--- src/rtl/change_dispenser_ctrl.sv ---
// Coin-return sequencer: pays a change amount greedily in 10/5/1 coins taken
// from a tracked inventory, one coin per ejector handshake, with saturating refills.
module change_dispenser_ctrl #(
    parameter int unsigned W       = 32,
    parameter int unsigned CNT_W   = 8,
    parameter int unsigned INIT_10 = 20,
    parameter int unsigned INIT_5  = 20,
    parameter int unsigned INIT_1  = 20
) (
    input  logic             clk,
    input  logic             reset,
    input  logic             req_valid,
    input  logic [W-1:0]     req_amount,
    output logic             req_ready,
    output logic             coin_valid,
    output logic [3:0]       coin_value,
    input  logic             coin_ack,
    input  logic             refill_valid,
    input  logic [1:0]       refill_sel,
    input  logic [CNT_W-1:0] refill_count,
    output logic [CNT_W-1:0] inv_10,
    output logic [CNT_W-1:0] inv_5,
    output logic [CNT_W-1:0] inv_1,
    output logic [W-1:0]     remaining,
    output logic             done,
    output logic             short,
    output logic [2:0]       state_dbg
);

    // Handshakes: a transfer happens on a rising edge where valid and ready are
    // both high; the source holds valid and payload stable until then. Requests
    // use req_valid/req_ready; coins use coin_valid with coin_ack as the ready.

    typedef enum logic [2:0] {
        S_IDLE   = 3'd0,
        S_SELECT = 3'd1,
        S_OFFER  = 3'd2,
        S_DONE   = 3'd3,
        S_SHORT  = 3'd4
    } state_t;

    state_t           state, state_n;
    logic [W-1:0]     rem, rem_n;
    logic             settle, settle_n;
    logic             req_ready_n;
    logic             coin_valid_n;
    logic [3:0]       coin_value_n;
    logic             done_n;
    logic             short_n;
    logic             ack_fire;
    logic             take_10, take_5, take_1;
    logic             add_10, add_5, add_1;
    logic [CNT_W-1:0] inv_10_n, inv_5_n, inv_1_n;

    // Net inventory change for one denomination; the sum can exceed the
    // counter range, so it is formed one bit wider and clamped to all-ones.
    function automatic logic [CNT_W-1:0] inv_update(
        input logic [CNT_W-1:0] cur,
        input logic             take,
        input logic             add,
        input logic [CNT_W-1:0] cnt
    );
        logic [CNT_W:0] sum;
        sum = {1'b0, cur} - {{CNT_W{1'b0}}, take}
            + (add ? {1'b0, cnt} : {(CNT_W+1){1'b0}});
        return sum[CNT_W] ? {CNT_W{1'b1}} : sum[CNT_W-1:0];
    endfunction

    assign ack_fire = (state == S_OFFER) && coin_valid && coin_ack;
    assign take_10  = ack_fire && (coin_value == 4'd10);
    assign take_5   = ack_fire && (coin_value == 4'd5);
    assign take_1   = ack_fire && (coin_value == 4'd1);

    assign add_10   = refill_valid && (refill_sel == 2'b11);
    assign add_5    = refill_valid && (refill_sel == 2'b10);
    assign add_1    = refill_valid && (refill_sel == 2'b01);

    assign inv_10_n = inv_update(inv_10, take_10, add_10, refill_count);
    assign inv_5_n  = inv_update(inv_5,  take_5,  add_5,  refill_count);
    assign inv_1_n  = inv_update(inv_1,  take_1,  add_1,  refill_count);

    always_comb begin
        state_n      = state;
        rem_n        = rem;
        settle_n     = settle;
        coin_valid_n = coin_valid;
        coin_value_n = coin_value;
        done_n       = 1'b0;
        short_n      = 1'b0;

        case (state)
            S_IDLE: begin
                if (req_valid && req_ready) begin
                    rem_n    = req_amount;
                    settle_n = 1'b1;
                    state_n  = S_SELECT;
                end
            end
            S_SELECT: begin
                // The first SELECT after a request only settles, giving the
                // vending FSM a fixed two-edge request-to-first-output latency.
                if (settle) begin
                    settle_n = 1'b0;
                end else if (rem == '0) begin
                    done_n  = 1'b1;
                    state_n = S_DONE;
                end else if (rem >= W'(10) && inv_10 != '0) begin
                    coin_valid_n = 1'b1;
                    coin_value_n = 4'd10;
                    state_n      = S_OFFER;
                end else if (rem >= W'(5) && inv_5 != '0) begin
                    coin_valid_n = 1'b1;
                    coin_value_n = 4'd5;
                    state_n      = S_OFFER;
                end else if (inv_1 != '0) begin
                    coin_valid_n = 1'b1;
                    coin_value_n = 4'd1;
                    state_n      = S_OFFER;
                end else begin
                    short_n = 1'b1;
                    state_n = S_SHORT;
                end
            end
            S_OFFER: begin
                if (ack_fire) begin
                    rem_n        = rem - W'(coin_value);
                    coin_valid_n = 1'b0;
                    coin_value_n = 4'd0;
                    state_n      = S_SELECT;
                end
            end
            S_DONE:  state_n = S_IDLE;
            S_SHORT: state_n = S_IDLE;
            default: state_n = S_IDLE;
        endcase

        req_ready_n = (state_n == S_IDLE);
    end

    always_ff @(posedge clk) begin
        if (!reset) begin
            state      <= S_IDLE;
            rem        <= '0;
            settle     <= 1'b0;
            req_ready  <= 1'b1;
            coin_valid <= 1'b0;
            coin_value <= 4'd0;
            done       <= 1'b0;
            short      <= 1'b0;
            inv_10     <= CNT_W'(INIT_10);
            inv_5      <= CNT_W'(INIT_5);
            inv_1      <= CNT_W'(INIT_1);
        end else begin
            state      <= state_n;
            rem        <= rem_n;
            settle     <= settle_n;
            req_ready  <= req_ready_n;
            coin_valid <= coin_valid_n;
            coin_value <= coin_value_n;
            done       <= done_n;
            short      <= short_n;
            inv_10     <= inv_10_n;
            inv_5      <= inv_5_n;
            inv_1      <= inv_1_n;
        end
    end

    assign remaining = rem;
    assign state_dbg = state;

endmodule

--- config.mk ---
export PLATFORM = sky130hd
export DESIGN_NAME = change_dispenser_ctrl
export DESIGN_NICKNAME = d
export VERILOG_FILES = /design/src/rtl/change_dispenser_ctrl.sv
export SDC_FILE = /design/constraint.sdc
export NUM_CORES = 1
export LEC_CHECK = 0
export ABC_CLOCK_PERIOD_IN_PS = 5240
export CAP_MARGIN = 20
export CORE_MARGIN = 2
export CORE_UTILIZATION = 51
export DETAILED_ROUTE_END_ITERATION = 12
export PLACE_DENSITY = 0.91
export SETUP_SLACK_MARGIN = 0.4
export SLEW_MARGIN = 20
export SYNTH_ARGS = -nofsm -noshare
export SYNTH_HDL_FRONTEND = slang
export SYNTH_SLANG_ARGS = --single-unit
--- constraint.sdc ---
create_clock -name clk -period 5.24 [get_ports clk]
set_clock_uncertainty 0.1 [all_clocks]
set_input_delay 1.048 -clock clk [delete_from_list [all_inputs] [get_ports clk]]
set_output_delay 1.048 -clock clk [all_outputs]
set_load 0.01 [all_outputs]
==> out/results.ini, run 1 <==
[critical_path]
end_kind = flip-flop
cp-start-kind = input pin
cp_data_arrival_time_ps = 4510
critical_path_class = in2reg
cp_max_fo = 6
critPathRequiredTime_ps = 5350
regToRegSetupSlack_ps = 1250

[grt]
grt_max_degree = 46
grt-ovfl-total = 0
grt_pass1_wl_mm = 23.57
antenna_found_initial = 0
grt_use_total_pct = 27.86
grt_pass1_vias = 5053

[sta]
fmax_ghz = 0.2275
grt_setup_unrepaired = false
post-route-min-period_ps = 4396
hold_ws_ps = 413.9
setup-violations-final = 0
worst_pin_slew_ps = 1034
hold_viol_final = 0
relSlewSlack_pct = 30.07
tns_ps = 0
fin_crit_sh_pct = 83.90
maxSlewViolCount = 0

[yosys]
syn_nets = 752
synth_top_family_by_area = compound AO/OA/AOI/OAI gates
ys_async_sr_fraction_pct = 0
synth_edf_count = 0
avgSynthCellArea_um2 = 7.727
ys_seq_area_share_pct = 26.75
synth_ff_type = dfxtp_1
synth_fa_ha_area_share_pct = 14.57
synth_simple_gate_area_share_pct = 21.73
synth_compound_area_share_pct = 23.35
syn_area_mm2 = 0.005015
ys_seq_elements = 67
synth_warnings = 0
syn_inst = 649
yosys-mux-area-fraction_pct = 1.297
synth_cell_type_count = 64
synth_xor_area_share_pct = 4.192

[placed_design]
io_buffer_count = 113
routabilityCongestion = 0.9270
dpl.hpwl_mm = 10.92

[pwr]
leakage_nw = 2.655
p_per_area_mw_per_mm2 = 509.5
peakVddDrop_uv = 361.5

[cells_and_area]
mostFrequentLayoutCell = clkdlybuf4s50_1
drive_gt1_share_pct = 4.743
diodes = 0
synthToLayoutAreaGrowth_pct = 28.72
layout.nets = 857
final_cell_mix = 113 x clkdlybuf4s50_1, 80 x inv_1, 71 x nand2_1

[floorplan]
chipWidth_um = 103.2
core_mm2 = 0.009639
pin_count = 114
fp.dieH_um = 103.2
start_util_pct = 52.02
num_rows = 36
fp.dieArea_mm2 = 0.01064

[route]
drt-total-wl_mm = 14.70
drt_first_pass_iters = 5
wire_per_inst_um = 16.47
ant_nets = 0
route.detailed.drc = 0
vias = 5331
viasPerCell = 5.976
drt_iter0_markers = 340

[clocking]
clk_pin_slew_worst_paths_ps = 80
postCtsSetupBuffers = 0
cts.sinks = 67
htreeDepth = 3
cts-hold-fix-buffers = 0
cts_resized = 0
clk_path_buf_depth = 2
cts_root_buf = clkbuf_8
clk_latency_ps = 350
cts_made_buffers = 9
cts_tree = built

[run_status]
status = finished, final reports clean

[flow_run]
cap_violations = 0

[hold_path]
hold_class = reg2reg

## layout make-up
class                           instances  area (µm²)
Sequential cell                        67        1341
Tap cell                              133       166.4
Inverter                               80       300.3
Clock inverter                          5       53.80
Timing Repair Buffer                  121        1191
Fill cell                             786        3184
Multi-Input combinational cell        475        3271
Clock buffer                           11       131.4
## cell families after synthesis
logic type / Yosys count
compound gates: 171
xor+xnor: 24
fa+ha+maj: 56
buf+inv: 107
flops: 67
mux: 6
simple gates: 218
## cells in the mapped netlist (all sizes together) (7+ instances only)
cell type	instances	area, µm²
o22ai	10	62.56
clkbuf	24	90.09
nand2	71	266.5
dfxtp	67	1341
inv	80	300.3
o21ai	28	140.1
nor3	16	80.08
nor4	14	123.9
ha	52	650.6
a211oi	7	52.55
a41oi	7	61.31
nand3	21	105.1
o21a	13	97.59
nor2	52	195.2
xor2	12	105.1
a21oi	42	210.2
a31oi	12	90.09
xnor2	12	105.1
## sequential cells by signal (all words and copies together) (netlist names)
register and cells:
remaining 32, inv_10 8, inv_1 8, inv_5 8, coin_value 3, state_dbg 3, coin_valid 1, done 1
req_ready 1, settle 1, short 1
## report_power, final
part	switching (mW)	total [mW]	internal (mW)
Clock	0.215	0.434	0.219
Sequential	0.157	0.805	0.648
Combinational	1.11	2.05	0.944
## per-stage QoR
step                      area, µm²  power (mW)  std cells  worst slack [ps]  util (%)
after detailed placement       6270       2.818        876             527.1     65.04
final                          6455       3.289        892             843.8     66.97
after global placement         6270       2.730        876             674.6     65.04
after floorplan                5015       2.185        649              1275         -
after CTS                      6455       3.264        892             887.9     66.97
after global routing           6455       3.546        892             628.7     66.97
## final timing paths
check,start,end,cells after the start
min,remaining[24]$_SDFFE_PN0P_,remaining[24]$_SDFFE_PN0P_,2
min reg2reg,remaining[24]$_SDFFE_PN0P_,remaining[24]$_SDFFE_PN0P_,2
max reg2reg,state_dbg[0]$_SDFF_PN0_,inv_10[2]$_SDFF_PP1_,16
max,req_valid,inv_1[2]$_SDFF_PP1_,17
## layer usage
| metal | global-route usage [%] | up-vias | wire, µm |
|---|---|---|---|
| met5 | 0 | - | 0 |
| met4 | 10.83 | 0 | 368 |
| met3 | 6.441 | 38 | 1410 |
| met2 | 46.40 | 291 | 7038 |
| met1 | 34.99 | 2458 | 5878 |
| li1 | - | 2544 | - |
## critical path, stage by stage
cell             delay, ps
clkdlybuf4s50_1        500
nand3b_1               130
a211o_1                330
nor2_1                  90
buf_4                  150
and4_1                 200
ha_1                   230
inv_1                   60
ha_1                   160
inv_1                   60
fa_1                   390
nor2b_1                150
o21ai_0                120
a21oi_1                240
o41a_1                 220
xnor2_1                280
nand3_1                140
No activity file was read; power rests on OpenSTA's default activity.
==> run 2, diff against run 1 <==
Settings changed: ABC_CLOCK_PERIOD_IN_PS 5240 to 4100.
Clock period 5.24 ns to 4.1 ns, I/O delays scaled along.
==> run 2 against run 1 <==
Effect of this change: first-iteration DRC count shrank 8.8%; final cell count grew 1.9%; die area is the same; sequential cell count is the same; routed wire length grew 6.8%; total power grew 34%; sequential power grew 27%; largest power group unchanged.
==> out/results.ini, run 2 (synthesized netlist as in run 1, its figures left out) <==
[floorplan]
fp.dieH_um = 103.2  ; unchanged
fp.dieArea_mm2 = 0.01064  ; unchanged
num_rows = 36  ; unchanged
core_mm2 = 0.009639  ; unchanged
pin_count = 114  ; unchanged
start_util_pct = 52.02  ; unchanged
chipWidth_um = 103.2  ; unchanged

[cells_and_area]
design_area_mm2 = 0.006636  ; was 0.006455 mm²
diodes = 0  ; unchanged
mostFrequentLayoutCell = clkdlybuf4s50_1  ; unchanged
layout.nets = 877  ; was 857
drive_gt1_share_pct = 8.892  ; was 4.743%
largest_register_ffs = 32  ; unchanged
final_cell_mix = 111 x clkdlybuf4s50_1, 79 x inv_1, 71 x nand2_1  ; was 113 x clkdlybuf4s50_1, 80 x inv_1, 71 x nand2_1
post-route-util_pct = 68.85  ; was 66.97%
stdcell_count = 909  ; was 892
synthToLayoutAreaGrowth_pct = 32.34  ; was 28.72%

[sta]
grt_setup_unrepaired = false  ; unchanged
post-route-min-period_ps = 3580
relSlewSlack_pct = 30.53  ; was 30.07%
tns_ps = 0  ; unchanged
hold_viol_final = 0  ; unchanged
fin_crit_sh_pct = 87.32
setup-violations-final = 0  ; unchanged
maxSlewViolCount = 0  ; unchanged
fmax_ghz = 0.2793
hold_ws_ps = 402.7  ; was 413.9 ps
worst_pin_slew_ps = 1028  ; was 1034 ps
setup_ws_ps = 520.0  ; was 843.8 ps

[route]
viasPerCell = 6.102  ; was 5.976
drt-total-wl_mm = 15.69  ; was 14.70 mm
ant_nets = 0  ; unchanged
vias = 5547  ; was 5331
wire_per_inst_um = 17.26  ; was 16.47 µm
route.detailed.drc = 0  ; unchanged
drt_first_pass_iters = 5  ; unchanged
drt_iter0_markers = 310  ; was 340

[critical_path]
cp_data_arrival_time_ps = 3710  ; was 4510 ps
critical_path_class = in2reg  ; unchanged
critPathBufInv = 7  ; was 4
end_kind = flip-flop  ; unchanged
critPathRequiredTime_ps = 4230  ; was 5350 ps
cp_slowest_cell = fa_2  ; was clkdlybuf4s50_1
slowest_delay_ps = 360  ; was 500 ps
cp-start-kind = input pin  ; unchanged
crit_family = buffers and inverters  ; was compound AO/OA/AOI/OAI gates
cpMostUsedCell = buf_4
cp_max_fo = 3  ; was 6
path_cells = dlygate4sd2_1 > nand3_2 > a211o_1 > nor2_2 > and4_1 > ha_1 > inv_1 > ha_2 > inv_2 > fa_2 > nor2b_2 > o21ai_2 > buf_4 > buf_4 > buf_4 > buf_4 > nand2b_1 > xnor2_1 > nand3_1  ; was clkdlybuf4s50_1 > nand3b_1 > a211o_1 > nor2_1 > buf_4 > and4_1 > ha_1 > inv_1 > ha_1 > inv_1 > fa_1 > nor2b_1 > o21ai_0 > a21oi_1 > o41a_1 > xnor2_1 > nand3_1

[run_status]
status = finished, final reports clean  ; unchanged

[placed_design]
dpl.hpwl_mm = 11.24  ; was 10.92 mm
placedInstanceArea_mm2 = 0.006385  ; was 0.006270 mm²
pre_cts_ws_ps = -237.4  ; was 527.1 ps
placed_cells = 891  ; was 876
routabilityCongestion = 0.8940  ; was 0.9270
io_buffer_count = 113  ; unchanged

[clocking]
clk_pin_slew_worst_paths_ps = 70  ; was 80 ps
cts_made_buffers = 9  ; unchanged
htreeDepth = 3  ; unchanged
cts.sinks = 67  ; unchanged
clk_path_buf_depth = 2  ; unchanged
clk_latency_ps = 360  ; was 350 ps
cts_root_buf = clkbuf_8  ; unchanged
cts_tree = built  ; unchanged

[grt]
grt_pass1_vias = 5409  ; was 5053
grt_max_degree = 45  ; was 46
antenna_found_initial = 0  ; unchanged
grt_pass1_wl_mm = 24.96  ; was 23.57 mm
grt_use_total_pct = 29.53  ; was 27.86%
grt-ovfl-total = 0  ; unchanged

[pwr]
leakage_nw = 2.745  ; was 2.655 nW
power_mw = 4.413  ; was 3.289 mW
peakVddDrop_uv = 406.0  ; was 361.5 µV
p_per_area_mw_per_mm2 = 665.0  ; was 509.5 mW/mm²

[flow_run]
cap_violations = 0  ; unchanged

[hold_path]
hold_class = reg2reg  ; unchanged

==> run 2: final timing paths <==
path | to | cells after the start | slack, ps | from
worst max-delay path | inv_5[4]$_SDFF_PP1_ | 19 | 520 | coin_ack
worst min-delay path | remaining[24]$_SDFFE_PN0P_ | 2 | 400 | remaining[24]$_SDFFE_PN0P_
worst max register to register | inv_5[4]$_SDFF_PP1_ | 18 | 680 | state_dbg[1]$_SDFF_PN0_
worst min register to register | remaining[24]$_SDFFE_PN0P_ | 2 | 400 | remaining[24]$_SDFFE_PN0P_
==> run 2: worst register-to-register path, cell delays in order, from the launching register on <==
cell	delay (ps)
dfxtp_1	400
nand3b_1	240
a211o_1	340
nor2_2	130
and4_1	210
ha_1	230
inv_1	60
ha_2	180
inv_2	40
fa_2	360
nor2b_2	160
o21ai_2	100
buf_4	140
buf_4	120
buf_4	120
buf_4	120
nand2b_1	70
xnor2_1	110
nand3_1	80
==> run 2: layer usage <==
metal  vias to the layer above  wire length [µm]  GRT usage (%)
met5                         -                 0              0
met2                       314              7572          51.45
li1                       2576                 -              -
met3                        50              1399          5.695
met1                      2607              6281          35.36
met4                         0               439          12.75
==> run 2: cell type report <==
type | count | area (µm²)
clock buffers | 13 | 148.9
repair buffers | 141 | 1340
well taps | 133 | 166.4
multi-input cells | 475 | 3339
inverters | 80 | 300.3
flip-flops and latches | 67 | 1341
fillers | 763 | 3003
==> run 2: where the power goes <==
part / switching, mW / internal (mW)
sequential: 0.196 / 0.829
combinational: 1.52 / 1.38
clock: 0.256 / 0.227
total: 1.97 / 2.44
==> run 2: what timing repair did <==
item | in CTS | in global routing
setup endpoints to repair | 23 | 22
pin swaps | 12 | 9
gates resized for setup | 12 | 11
setup buffers | 4 | 1
hold buffers | 0 | 0
endpoints found under the hold margin | 0 | 0
